## src/rtl/add_seq_pkg.sv

```systemverilog
// rtl/add_seq_pkg.sv - shared word width, FSM encoding and width helpers for the sequenced adder
package add_seq_pkg;

    localparam int W = 32;

    typedef enum logic [1:0] {
        IDLE = 2'd0,
        RUN  = 2'd1,
        RESP = 2'd2
    } state_t;

    function automatic int cnt_width(input int words);
        return $clog2(words + 1);
    endfunction

    function automatic int idx_width(input int words);
        return (words < 2) ? 1 : $clog2(words);
    endfunction

endpackage

```

## src/rtl/add_seq_ctrl_if.sv

```systemverilog
// rtl/add_seq_ctrl_if.sv - request/response bus of add_seq_ctrl (op_sub_i present with ADD_SEQ_SUB_EN)
interface add_seq_ctrl_if #(
    parameter int WORDS = 4
);
    import add_seq_pkg::*;

    localparam int N  = W * WORDS;
    localparam int CW = cnt_width(WORDS);

    logic          req_valid_i;
    logic          req_ready_o;
    logic [N-1:0]  a_i;
    logic [N-1:0]  b_i;
    logic          cin_i;
`ifdef ADD_SEQ_SUB_EN
    logic          op_sub_i;
`endif
    logic          rsp_valid_o;
    logic          rsp_ready_i;
    logic [N-1:0]  sum_o;
    logic          cout_o;
    logic [CW-1:0] skip_cnt_o;

    modport slave (
        input  req_valid_i, a_i, b_i, cin_i,
`ifdef ADD_SEQ_SUB_EN
        input  op_sub_i,
`endif
        input  rsp_ready_i,
        output req_ready_o, rsp_valid_o, sum_o, cout_o, skip_cnt_o
    );

    modport master (
        output req_valid_i, a_i, b_i, cin_i,
`ifdef ADD_SEQ_SUB_EN
        output op_sub_i,
`endif
        output rsp_ready_i,
        input  req_ready_o, rsp_valid_o, sum_o, cout_o, skip_cnt_o
    );

endinterface

```

## src/rtl/add_word.sv

```systemverilog
// rtl/add_word.sv - combinational 32-bit word adder with carry and all-ones propagate flag
module add_word
    import add_seq_pkg::*;
(
    input  logic [W-1:0] a_i,
    input  logic [W-1:0] b_i,
    input  logic         cin_i,
    output logic [W-1:0] sum_o,
    output logic         cout_o,
    output logic         prop_all_o
);

    assign {cout_o, sum_o} = {1'b0, a_i} + {1'b0, b_i} + {{W{1'b0}}, cin_i};
    assign prop_all_o      = &(a_i ^ b_i);

endmodule

```

## src/rtl/add_seq_ctrl.sv

```systemverilog
// rtl/add_seq_ctrl.sv - multi-cycle wide adder: one 32-bit word per cycle, carry chained LSW->MSW
// Optional macro ADD_SEQ_SUB_EN adds op_sub_i (A-B via inverted B and carry-in of 1).
module add_seq_ctrl
    import add_seq_pkg::*;
#(
    parameter int WORDS = 4
) (
    input  logic         clk,
    input  logic         rst_n,
    add_seq_ctrl_if.slave bus
);

    localparam int IW = idx_width(WORDS);
    localparam int CW = cnt_width(WORDS);

    state_t                   state_q, state_d;
    logic [WORDS-1:0][W-1:0]  a_q, a_d;
    logic [WORDS-1:0][W-1:0]  b_q, b_d;
    logic [WORDS-1:0][W-1:0]  sum_q, sum_d;
    logic                     carry_q, carry_d;
    logic [IW-1:0]            idx_q, idx_d;
    logic [CW-1:0]            skip_q, skip_d;
    logic                     req_ready_q, req_ready_d;
    logic                     rsp_valid_q, rsp_valid_d;

    logic [W-1:0]             s_word;
    logic                     c_word;
    logic                     p_word;

    add_word u_add_word (
        .a_i        (a_q[idx_q]),
        .b_i        (b_q[idx_q]),
        .cin_i      (carry_q),
        .sum_o      (s_word),
        .cout_o     (c_word),
        .prop_all_o (p_word)
    );

    always_comb begin
        state_d = state_q;
        a_d     = a_q;
        b_d     = b_q;
        sum_d   = sum_q;
        carry_d = carry_q;
        idx_d   = idx_q;
        skip_d  = skip_q;
        case (state_q)
            IDLE: begin
                if (bus.req_valid_i && req_ready_q) begin
                    a_d    = bus.a_i;
                    // Subtraction stores ~B so the word adder and skip test need no mode awareness.
`ifdef ADD_SEQ_SUB_EN
                    b_d     = bus.op_sub_i ? ~bus.b_i : bus.b_i;
                    carry_d = bus.op_sub_i ? 1'b1 : bus.cin_i;
`else
                    b_d     = bus.b_i;
                    carry_d = bus.cin_i;
`endif
                    sum_d   = '0;
                    skip_d  = '0;
                    idx_d   = '0;
                    state_d = RUN;
                end
            end
            RUN: begin
                sum_d[idx_q] = s_word;
                carry_d      = c_word;
                skip_d       = skip_q + CW'(p_word);
                if (idx_q == IW'(WORDS - 1)) begin
                    state_d = RESP;
                end else begin
                    idx_d = idx_q + IW'(1);
                end
            end
            RESP: begin
                if (bus.rsp_ready_i) begin
                    state_d = IDLE;
                end
            end
            default: state_d = IDLE;
        endcase
        req_ready_d = (state_d == IDLE);
        rsp_valid_d = (state_d == RESP);
    end

    always_ff @(posedge clk or negedge rst_n) begin
        if (!rst_n) begin
            state_q     <= IDLE;
            a_q         <= '0;
            b_q         <= '0;
            sum_q       <= '0;
            carry_q     <= 1'b0;
            idx_q       <= '0;
            skip_q      <= '0;
            req_ready_q <= 1'b1;
            rsp_valid_q <= 1'b0;
        end else begin
            state_q     <= state_d;
            a_q         <= a_d;
            b_q         <= b_d;
            sum_q       <= sum_d;
            carry_q     <= carry_d;
            idx_q       <= idx_d;
            skip_q      <= skip_d;
            req_ready_q <= req_ready_d;
            rsp_valid_q <= rsp_valid_d;
        end
    end

    assign bus.req_ready_o = req_ready_q;
    assign bus.rsp_valid_o = rsp_valid_q;
    assign bus.sum_o       = sum_q;
    assign bus.cout_o      = carry_q;
    assign bus.skip_cnt_o  = skip_q;

endmodule

```

## src/flat_wrapper.sv

```systemverilog
// flat-port wrapper written by rule: the top's interface ports become plain ports
module add_seq_ctrl_flat import add_seq_pkg::*;
#(
    parameter int WORDS = 4
)
  (clk, rst_n, bus_req_valid_i, bus_a_i, bus_b_i, bus_cin_i, bus_rsp_ready_i, bus_req_ready_o, bus_rsp_valid_o, bus_sum_o, bus_cout_o, bus_skip_cnt_o);
  add_seq_ctrl_if #(.WORDS(WORDS)) bus_i ();
  input  logic clk;
  input  logic rst_n;
  input wire logic [$bits(bus_i.req_valid_i)-1:0] bus_req_valid_i;
  input wire logic [$bits(bus_i.a_i)-1:0] bus_a_i;
  input wire logic [$bits(bus_i.b_i)-1:0] bus_b_i;
  input wire logic [$bits(bus_i.cin_i)-1:0] bus_cin_i;
  input wire logic [$bits(bus_i.rsp_ready_i)-1:0] bus_rsp_ready_i;
  output wire logic [$bits(bus_i.req_ready_o)-1:0] bus_req_ready_o;
  output wire logic [$bits(bus_i.rsp_valid_o)-1:0] bus_rsp_valid_o;
  output wire logic [$bits(bus_i.sum_o)-1:0] bus_sum_o;
  output wire logic [$bits(bus_i.cout_o)-1:0] bus_cout_o;
  output wire logic [$bits(bus_i.skip_cnt_o)-1:0] bus_skip_cnt_o;
  assign bus_i.req_valid_i = bus_req_valid_i;
  assign bus_i.a_i = bus_a_i;
  assign bus_i.b_i = bus_b_i;
  assign bus_i.cin_i = bus_cin_i;
  assign bus_i.rsp_ready_i = bus_rsp_ready_i;
  assign bus_req_ready_o = bus_i.req_ready_o;
  assign bus_rsp_valid_o = bus_i.rsp_valid_o;
  assign bus_sum_o = bus_i.sum_o;
  assign bus_cout_o = bus_i.cout_o;
  assign bus_skip_cnt_o = bus_i.skip_cnt_o;
  add_seq_ctrl #(.WORDS(WORDS)) u_core (.clk(clk), .rst_n(rst_n), .bus(bus_i));
endmodule
```

## config.mk

```make
export PLATFORM = sky130hd
export DESIGN_NAME = add_seq_ctrl_flat
export DESIGN_NICKNAME = d
export VERILOG_FILES = /design/src/rtl/add_seq_pkg.sv /design/src/rtl/add_seq_ctrl_if.sv /design/src/rtl/add_word.sv /design/src/rtl/add_seq_ctrl.sv /design/src/flat_wrapper.sv
export SDC_FILE = /design/constraint.sdc
export NUM_CORES = 1
export LEC_CHECK = 0
export BUFFER_PORTS_ARGS = -buffer_cell sky130_fd_sc_hd__buf_2
export CELL_PAD_IN_SITES_DETAIL_PLACEMENT = 2
export CELL_PAD_IN_SITES_GLOBAL_PLACEMENT = 2
export CORE_MARGIN = 2
export CORE_UTILIZATION = 36
export DETAILED_ROUTE_END_ITERATION = 10
export PLACE_DENSITY_LB_ADDON = 0.1
export SYNTH_ARGS = -nofsm -noshare
export SYNTH_HDL_FRONTEND = slang
export SYNTH_SLANG_ARGS = --single-unit
```

## constraint.sdc

```tcl
create_clock -name clk -period 9.5 [get_ports clk]
set_input_delay 0.95 -clock clk [delete_from_list [all_inputs] [get_ports clk]]
set_output_delay 0.95 -clock clk [all_outputs]
set_load 0.01 [all_outputs]
```

# Word-level counts from Yosys, hierarchy flattened
# Cells that the tools add are included.
[totals]
reg_bits = 394
output_inout_bits = 134
input_bits = 261
wordCells = 60
[classes]
reduce_logical = 9
mux = 20
n_lt_le_gt_ge = 2
bitwise_logic = 1
eq_ne = 6
add_sub_neg = 4
[op_table]
columns = ["cell", "n"]
rows = [
  ["$pmux 128 s2", 1],
  ["$bmux 32 s2", 2],
  ["$bwmux 128", 1],
  ["$mux 128", 1],
  ["$mux 32", 3],
  ["$demux 32 s2", 1],
  ["$add 32x32->33", 1],
  ["$add 33x1->33", 1],
  ["$reduce_and 32->1", 1],
  ["$xor 32x32->32", 1],
  ["$mux 2", 5],
  ["$eq 2x2->1 const B", 3],
  ["$pmux 2 s3", 1],
  ["$pmux 3 s2", 1],
  ["$logic_not 2->1", 2],
  ["$pmux 2 s2", 1],
  ["$reduce_and 2->1", 2],
  ["$add 3x1->3", 1],
  ["$lt 2x3->1 const B", 1],
  ["$mux 3", 1],
  ["$reduce_and 3->1", 1],
  ["$add 2x1->2 const B", 1],
  ["$eq 2x1->1 const B", 1],
  ["$ge 2x1->1 const B", 1],
  ["6 further kinds", 7],
]

# Logic depth before layout (Yosys ltp)
# Gate-level depths: netlist of the first run.
[depth]
depth_word = 6
mapped_depth = 14
ltp_nobuf = 11

# Hierarchy
# From an unflattened synthesis of the first run, not the netlist that was laid out.
[unflattened]
cells_unflattened = 1749
hier_area_um2 = 17904.7
[by_module_without_submodules]
columns = ["mod", "seq_area_each_um2", "instances", "cells_each", "area_each_um2"]
rows = [
  ["add_seq_ctrl", 9860.7, 1, 1497, 16090.4],
  ["add_word", 0.0, 1, 252, 1814.2],
]

# Least setup slack after synthesis of the first run
# OpenSTA, ideal clock, no wires.
[synth_path]
path_kind = "register to register"
startpoint = "reg u_core.idx_q[0]"
endpoint = "reg u_core.sum_q (netlist bit u_core.bus.sum_o[60])"
n_path_buf = 2
arrival_ns = 4.212
setup_ns = 0.126
path_stages_with_launch = 13
required_ns = 9.374
slack_ns = 5.162
synth_period_minus_slack_ns = 4.338
cell_sequence = "dfrtp_1 buf_2 buf_1 mux4_2 fa_1 fa_1 a211oi_1 o21ai_0 a22oi_4 o31ai_2 a221oi_4 mux2i_1 a221o_1"
[synth_between]
elab_chain_len = 6
elab_cells_between_ends = 13
classes_between = "add/sub (2); order compare (2); mux (8); reduce/logical (1)"
[synth_lines]
columns = ["element", "line", "source"]
rows = [
  ["start, declared", "add_seq_ctrl.sv:21", "logic [IW-1:0] idx_q, idx_d;"],
  ["start signal, assigned", "add_seq_ctrl.sv:103", "idx_q <= idx_d;"],
  ["$bmux 32 s2, or another cell as far along", "add_seq_ctrl.sv:31", ".a_i (a_q[idx_q]),"],
  ["$mux 32 (implied by the code), or another cell as far along", "add_seq_ctrl.sv:31", ""],
  ["$add 32x32->33 / $mux 32 (equally long branches)", "add_word.sv:13, add_seq_ctrl.sv:66", ""],
  ["$add 33x1->33 / $demux 32 s2 (equally long branches)", "-", ""],
  ["$bwmux 128 *", "add_seq_ctrl.sv:66", "sum_d[idx_q] = s_word;"],
  ["$pmux 128 s2 *", "add_seq_ctrl.sv:47", "case (state_q)"],
  ["end signal, assigned", "add_seq_ctrl.sv:101", "sum_q <= sum_d;"],
  ["end, declared", "add_seq_ctrl.sv:19", "logic [WORDS-1:0][W-1:0] sum_q, sum_d;"],
]
# Every way passes the cells marked *; elsewhere a longest branch is shown, timed or not. The select of a mux whose other input is x is not followed.
# A chain may end at the register's enable or synchronous reset.

# Worst setup path in the final report of the first run
# Ends and elaborated chain as after synthesis.

==> summary.txt, run 1 <==
Clock tree
  – TritonCTS clock tree: done
  – Post-CTS setup buffers: 0
  – CTS Buffer Depth: 3
  – CTS Buf Count: 46
  – Root Driver: clkbuf_16
  – Total number of H-tree levels: 2
  – Clk pin slew, worst setup/hold paths: 0.06 ns
  – Post-CTS Hold Buffers: 0
  – Worst-skew pair later-pin latency: 0.59 ns
  – Post_cts resized: 0
  – Clock sinks: 394

Routing
  – Wire per inst: 23.36 um
  – Residual DRC: 0
  – TritonRoute pass-1 iters: 4
  – Final ANT Viol Nets: 0
  – Iter 0 DRT Violations: 850
  – DR vias: 15850
  – Via density: 5.323
  – Routed WL: 69550 um

Place
  – Post-placement cell area: 0.02123 mm2
  – Final GP Congestion: 0.8347
  – Hpwl dp: 49840 um
  – IO Port Bufs: 394
  – DP Cell Count: 2892

Pwr
  – Power Total: 10.51 mW
  – Peak VDD IR: 0.2302 mV
  – Leakage: 11.94 nW
  – Pwr Density: 462.5 mW/mm2

Yosys
  – Cell count after synthesis: 1925
  – Share of Yosys cell area claimed by the top area cell type: 52.62%
  – Synth warn: 0
  – Mapped cell area: 0.01869 mm2
  – Number of synthesized register bits: 394
  – Top cells by area, synth: dfrtp_1 (53%), nand2_1 (17%), mux4_2 (7.7%), a22o_1 (4.1%), ha_1 (2.5%)
  – Post-synth EDFFs: 0
  – Asr flop ratio synth: 100.0%
  – Synth Net Count: 2226
  – Seq/Total Area, Yosys: 52.76%
  – Top FF cell, synth: dfrtp_1
  – Netlist cell types: 60
  – Largest area contributor in the netlist: dfrtp_1
  – Mean Syn Cell Area: 9.709 um2

STA
  – Clock Skew: 0.03336 ns
  – Final Max Slew Viols: 0
  – Finish-stage setup viols: 0
  – Max transition margin: 16.29%
  – Final Hold Viols: 0
  – RSZ-0062 raised after global routing: no
  – Fin crit share: 53.39%
  – F_max: 197.1 MHz
  – Tightest Pin Transition: 1.256 ns
  – Setup TNS: 0 ns
  – Final period demand of the worst path: 5.072 ns

Setup path
  – Worst setup path class: register to register
  – CP Buf/Inv Count: 0
  – RR Startpoint: u_core.idx_q[0]
  – Slowest stage delay, CP: 1.01 ns
  – Reg2Reg Setup Slack: 4.43 ns
  – R2R cell count: 10
  – CP cell instances: mux4_2 -> fa_1 -> fa_1 -> a211oi_1 -> o21ai_0 -> a22oi_4 -> o31ai_2 -> a221oi_4 -> mux2i_1 -> a221o_1
  – Crit path capture type: register
  – Arrival time worst endpoint: 5.59 ns
  – CP max-delay cell: dfrtp_4
  – Reg2reg end: u_core.bus.sum_o[60]
  – Most Frequent Cell on Critical Path: fa_1
  – Worst setup SP type: register
  – Req. time, crit path: 10.01 ns
  – Critical path startpoint: u_core.idx_q[0]
  – Critical path's top delay family: compound AO/OA/AOI/OAI gates
  – Crit Path Max Fanout: 41

Flow run
  – Max-cap violations: 0

Die
  – Starting Density: 36.43%
  – Die W: 231.8 um
  – Core box area: 0.05130 mm2
  – Die height: 231.8 um
  – Die area: 0.05375 mm2
  – IO Count: 395
  – Row count: 83

Finish
  – Cell area after layout: 0.02273 mm2
  – Final core utilization: 44.31%
  – Final nets: 2561
  – Layout cells sized above 1: 24.81%
  – Synth-to-Final Area Change: 21.62%
  – Final std cells w/o fill: 2977

Status
  – Status: complete, no violations

GRT
  – Gr ovfl total: 0
  – Number of global-route vias before repair: 17550
  – Largest net degree at the start of global routing: 161
  – First-pass GRT wire length: 107500 um
  – Initial antenna violation count: 12
  – Global Route Usage Sum: 26.24%

Hold path
  – Hold WC Path Type: input port to async pin
==> cells in the mapped netlist, drive strengths merged, types with 3 or more instances <==
cell,instances
mux2i,15
mux2,4
dfrtp,393
a21oi,51
nand2,841
and3,13
a22o,88
o311ai,5
o21ai,39
mux4,64
a221oi,11
xnor2,15
o31ai,5
nand4,16
nand4b,4
or4,8
ha,38
buf,13
nand3,13
a31oi,3
nor2,51
and2,6
a21o,10
a21boi,3
o2111ai,4
nor2b,6
inv,10
a221o,5
clkbuf,113
nor3,15
xor2,7
a211oi,7
o21bai,9
nand2b,12
and4b,5
==> metal layers <==
metal / GRT usage (%) / wire, um / vias to the layer above / part of all wire (%)
met5: 0 / 91 / - / 0.13
met4: 7.432 / 1673 / 16 / 2.4
met3: 4.961 / 3259 / 101 / 4.7
met2: 43.20 / 33610 / 352 / 48
met1: 35.33 / 30910 / 8191 / 44
li1: - / - / 7187 / -
==> per-stage QoR <==
stage                     hold WS, ns  setup slack (ns)
final                          0.4000             4.428
after global routing           0.4569             4.041
after CTS                      0.4408             4.388
after detailed placement       0.4609             4.427
after global placement         0.4535             4.575
after floorplan                0.4403             5.162
==> worst max-delay path by stage <==
stage,end,slack (ns),cells after the start
global route,u_core.bus.sum_o[125],4.04,10
global placement,u_core.bus.sum_o[62],4.57,10
floorplan,u_core.bus.sum_o[60],5.16,12
CTS,u_core.bus.sum_o[60],4.39,10
detailed placement,u_core.bus.sum_o[60],4.43,10
finish,u_core.bus.sum_o[60],4.43,10
==> area by class of cell <==
type | instances | area, um2
clock inverters | 10 | 126.4
repair buffers | 413 | 2137
fillers | 5535 | 28570
multi-input cells | 1395 | 8334
well taps | 680 | 850.8
inverters | 10 | 37.54
flip-flops and latches | 394 | 9868
diodes | 4 | 10.01
clock buffers | 71 | 1366
==> logic make-up (layout without fill, tap and decap cells) <==
group / count (synthesis) / in the layout / synth area share (%)
simple gates: 997 / 997 / 21.49
buf+inv: 136 / 504 / 2.792
fa+ha+maj: 40 / 40 / 2.758
compound gates: 253 / 253 / 10.41
mux: 83 / 83 / 8.757
xor+xnor: 22 / 22 / 1.031
other cells: 0 / 4 / 0
flops: 394 / 394 / 52.76
==> registers in the layout, indices dropped and copies added (netlist names) <==
| register | cells |
|---|---|
| u_core.a_q | 128 |
| u_core.b_q | 128 |
| u_core.bus.cout_o | 1 |
| u_core.bus.req_ready_o | 1 |
| u_core.bus.rsp_valid_o | 1 |
| u_core.bus.skip_cnt_o | 3 |
| u_core.bus.sum_o | 128 |
| u_core.idx_q | 2 |
| u_core.state_q | 2 |
==> cells in the final DEF, fill, tap and decap left out, drive strengths merged, types with 4 or more instances in the layout <==
cell type / Yosys / routed
o2111ai: 4 / 4
a221o: 5 / 5
nand3: 13 / 13
a22o: 88 / 88
mux2i: 15 / 15
a21oi: 51 / 51
a221oi: 11 / 11
o31ai: 5 / 5
o21ai: 39 / 39
or4: 8 / 8
mux4: 64 / 64
o21bai: 9 / 9
and2: 6 / 6
diode: 0 / 4
clkbuf: 113 / 71
a21o: 10 / 10
nand4: 16 / 16
nand2: 841 / 841
nor2: 51 / 51
xnor2: 15 / 15
and3: 13 / 13
dfrtp: 393 / 393
a211oi: 7 / 7
nor3: 15 / 15
inv: 10 / 12
and4b: 5 / 5
nand4b: 4 / 4
nor2b: 6 / 6
nand2b: 12 / 12
ha: 38 / 38
xor2: 7 / 7
mux2: 4 / 4
o311ai: 5 / 5
buf: 13 / 413
==> power by group <==
group,internal [mW],total [mW],switching [mW],leakage (nW)
Combinational,1.99,5.83,3.85,6.20
Sequential,2.40,2.91,0.505,5.02
Clock,1.04,1.77,0.728,0.722
Total,5.43,10.5,5.08,11.9
(Power assumes the default switching activity.)
==> run 2: changes to the inputs <==
Settings changed: CORE_UTILIZATION 36 to 31.
Clock period 9.5 ns to 4.4 ns, I/O delays scaled along.
==> summary.txt, run 2 (synthesized netlist as in run 1, its figures left out) <==
Routing
  – Via density: 5.122 (was 5.323)
  – Wire per inst: 23.18 um (was 23.36 um)
  – DR vias: 15920 (was 15850)
  – Iter 0 DRT Violations: 907 (was 850)
  – TritonRoute pass-1 iters: 5 (was 4)
  – Final ANT Viol Nets: 0 (unchanged)
  – Routed WL: 72070 um (was 69550 um)
  – Residual DRC: 0 (unchanged)

Die
  – Core box area: 0.06002 mm2 (was 0.05130 mm2)
  – Die area: 0.06227 mm2 (was 0.05375 mm2)
  – Die W: 249.5 um (was 231.8 um)
  – Starting Density: 31.14% (was 36.43%)
  – IO Count: 395 (unchanged)
  – Die height: 249.5 um (was 231.8 um)
  – Row count: 90 (was 83)

Place
  – Hpwl dp: 50910 um (was 49840 um)
  – Final GP Congestion: 0.8182 (was 0.8347)
  – Placement Setup Slack: 0.07781 ns (was 4.427 ns)
  – IO Port Bufs: 394 (unchanged)

Setup path
  – Req. time, crit path: 4.91 ns (was 10.01 ns)
  – Reg2Reg Setup Slack: 0.19 ns (was 4.43 ns)
  – Worst setup path class: register to register (unchanged)
  – Crit Path Max Fanout: 5 (was 41)
  – Crit path capture type: register (unchanged)
  – Arrival time worst endpoint: 4.72 ns (was 5.59 ns)
  – Worst setup SP type: register (unchanged)

Clock tree
  – Clk pin slew, worst setup/hold paths: 0.06 ns (about the same)
  – Total number of H-tree levels: 2 (unchanged)
  – Worst-skew pair later-pin latency: 0.59 ns (about the same)
  – CTS Buf Count: 48 (was 46)
  – TritonCTS clock tree: done (unchanged)
  – Clock sinks: 394 (unchanged)
  – Post-CTS setup buffers: 0 (unchanged)
  – Root Driver: clkbuf_16 (unchanged)
  – CTS Buffer Depth: 3 (unchanged)

Pwr
  – Pwr Density: 1018 mW/mm2 (was 462.5 mW/mm2)
  – Peak VDD IR: 0.4485 mV (was 0.2302 mV)
  – Leakage: 12.19 nW (was 11.94 nW)

Finish
  – Area of the multi-input gates: 0.008356 mm2 (was 0.008334 mm2)
  – Final nets: 2585 (was 2561)
  – Most frequent cells in the layout: nand2_1 (841), buf_2 (393), dfrtp_1 (391) (unchanged)
  – Layout cells sized above 1: 25.84% (was 24.81%)
  – Reg area: 0.009868 mm2 (unchanged)
  – Final core utilization: 38.87% (was 44.31%)
  – Synth-to-Final Area Change: 24.84% (was 21.62%)
  – FILL cells: 6525 (was 5535)
  – Most common cell after layout, fill and taps aside: nand2_1 (unchanged)

STA
  – Final period demand of the worst path: 4.210 ns (was 5.072 ns)
  – Hold_ws: 0.04287 ns (was 0.4000 ns)
  – Tightest Pin Transition: 1.533 ns (was 1.256 ns)
  – Max transition margin: -2.178% (was 16.29%)
  – Finish-stage setup viols: 0 (unchanged)
  – Final setup margin: 0.1903 ns (was 4.428 ns)
  – Final Hold Viols: 0 (unchanged)
  – Final Max Slew Viols: 58 (was 0)
  – Setup TNS: 0 ns (unchanged)
  – RSZ-0062 raised after global routing: no (unchanged)
  – F_max: 237.5 MHz (was 197.1 MHz)
  – Clock Skew: 0.01468 ns (was 0.03336 ns)
  – Fin crit share: 95.68% (was 53.39%)

GRT
  – Gr ovfl total: 0 (unchanged)
  – First-pass GRT wire length: 111200 um (was 107500 um)
  – Initial antenna violation count: 10 (was 12)
  – Largest net degree at the start of global routing: 253 (was 161)
  – Number of global-route vias before repair: 17660 (was 17550)
  – Global Route Usage Sum: 23.21% (was 26.24%)

Flow run
  – Max-cap violations: 0 (unchanged)

Hold path
  – Hold WC Path Type: input port to register (was input port to async pin)

Status
  – Failing checks: slew limit
  – Status: complete, but fails checks (was complete, no violations)
-- run 2: cell count changes in the layout (fill, tap and decap cells not counted), moves of 2 or more --
cell	delta
clkinvlp_4	-3
buf_4	+14
clkbuf_16	+4
buf_12	+5
bufinv_16	+4
clkinv_2	+4
nor2_2	-2
nor2_4	+2
-- run 2: through the flow --
stage	total power, mW	instances	cell area, um2
finish	23.75	3109	23330
global route	25.52	3106	23320
CTS	23.98	3103	23280
detailed placement	19.54	3014	21590
global placement	19.06	3014	21590
floorplan	14.10	1925	18690
-- run 2: layout make-up --
| type | instances | area share [%] |
|---|---|---|
| inverters | 10 | 0.1609 |
| well taps | 782 | 4.193 |
| clock buffers | 72 | 6.103 |
| clock inverters | 16 | 1.078 |
| diodes | 5 | 0.05363 |
| flip-flops and latches | 394 | 42.29 |
| multi-input cells | 1395 | 35.81 |
| repair buffers | 435 | 10.31 |
-- run 2: worst paths after layout --
kind                                  from                   end  cells after the start
max                        u_core.idx_q[0]  u_core.bus.sum_o[60]                     10
min                            bus_b_i[14]        u_core.b_q[14]                      3
max reg2reg                u_core.idx_q[0]  u_core.bus.sum_o[60]                     10
min reg2reg                u_core.a_q[113]       u_core.a_q[113]                      2
max in group asynchronous            rst_n        u_core.a_q[15]                      3
min in group asynchronous            rst_n  u_core.bus.sum_o[12]                      2
-- run 2: worst max-delay path, stage by stage, from the launching register on --
cell and delay [ns]:
dfrtp_4 0.51, mux4_2 0.56, fa_1 0.50, fa_1 0.51, a211oi_1 0.38, o21ai_0 0.22
a22oi_4 0.28, o31ai_2 0.16, a221oi_4 0.42, mux2i_2 0.38, a221o_1 0.22
-- run 2: power breakdown --
group          switching, mW  internal [mW]
logic                   8.61           4.80
clock network           1.65           2.59
registers              0.911           5.19
total                   11.2           12.6
-- run 2: routing by layer --
layer	global-route usage (%)	vias up	part of all wire (%)
met3	3.723	89	4.0
met2	37.94	343	47
met5	0	-	0.067
met4	5.181	6	1.8
li1	-	7237	-
met1	32.47	8248	47
-- run 2: timing repair --
item	in CTS	in global routing
endpoints found under the hold margin	96	0
setup endpoints to repair	0	8
hold buffers	1	0
gates resized for setup	0	3
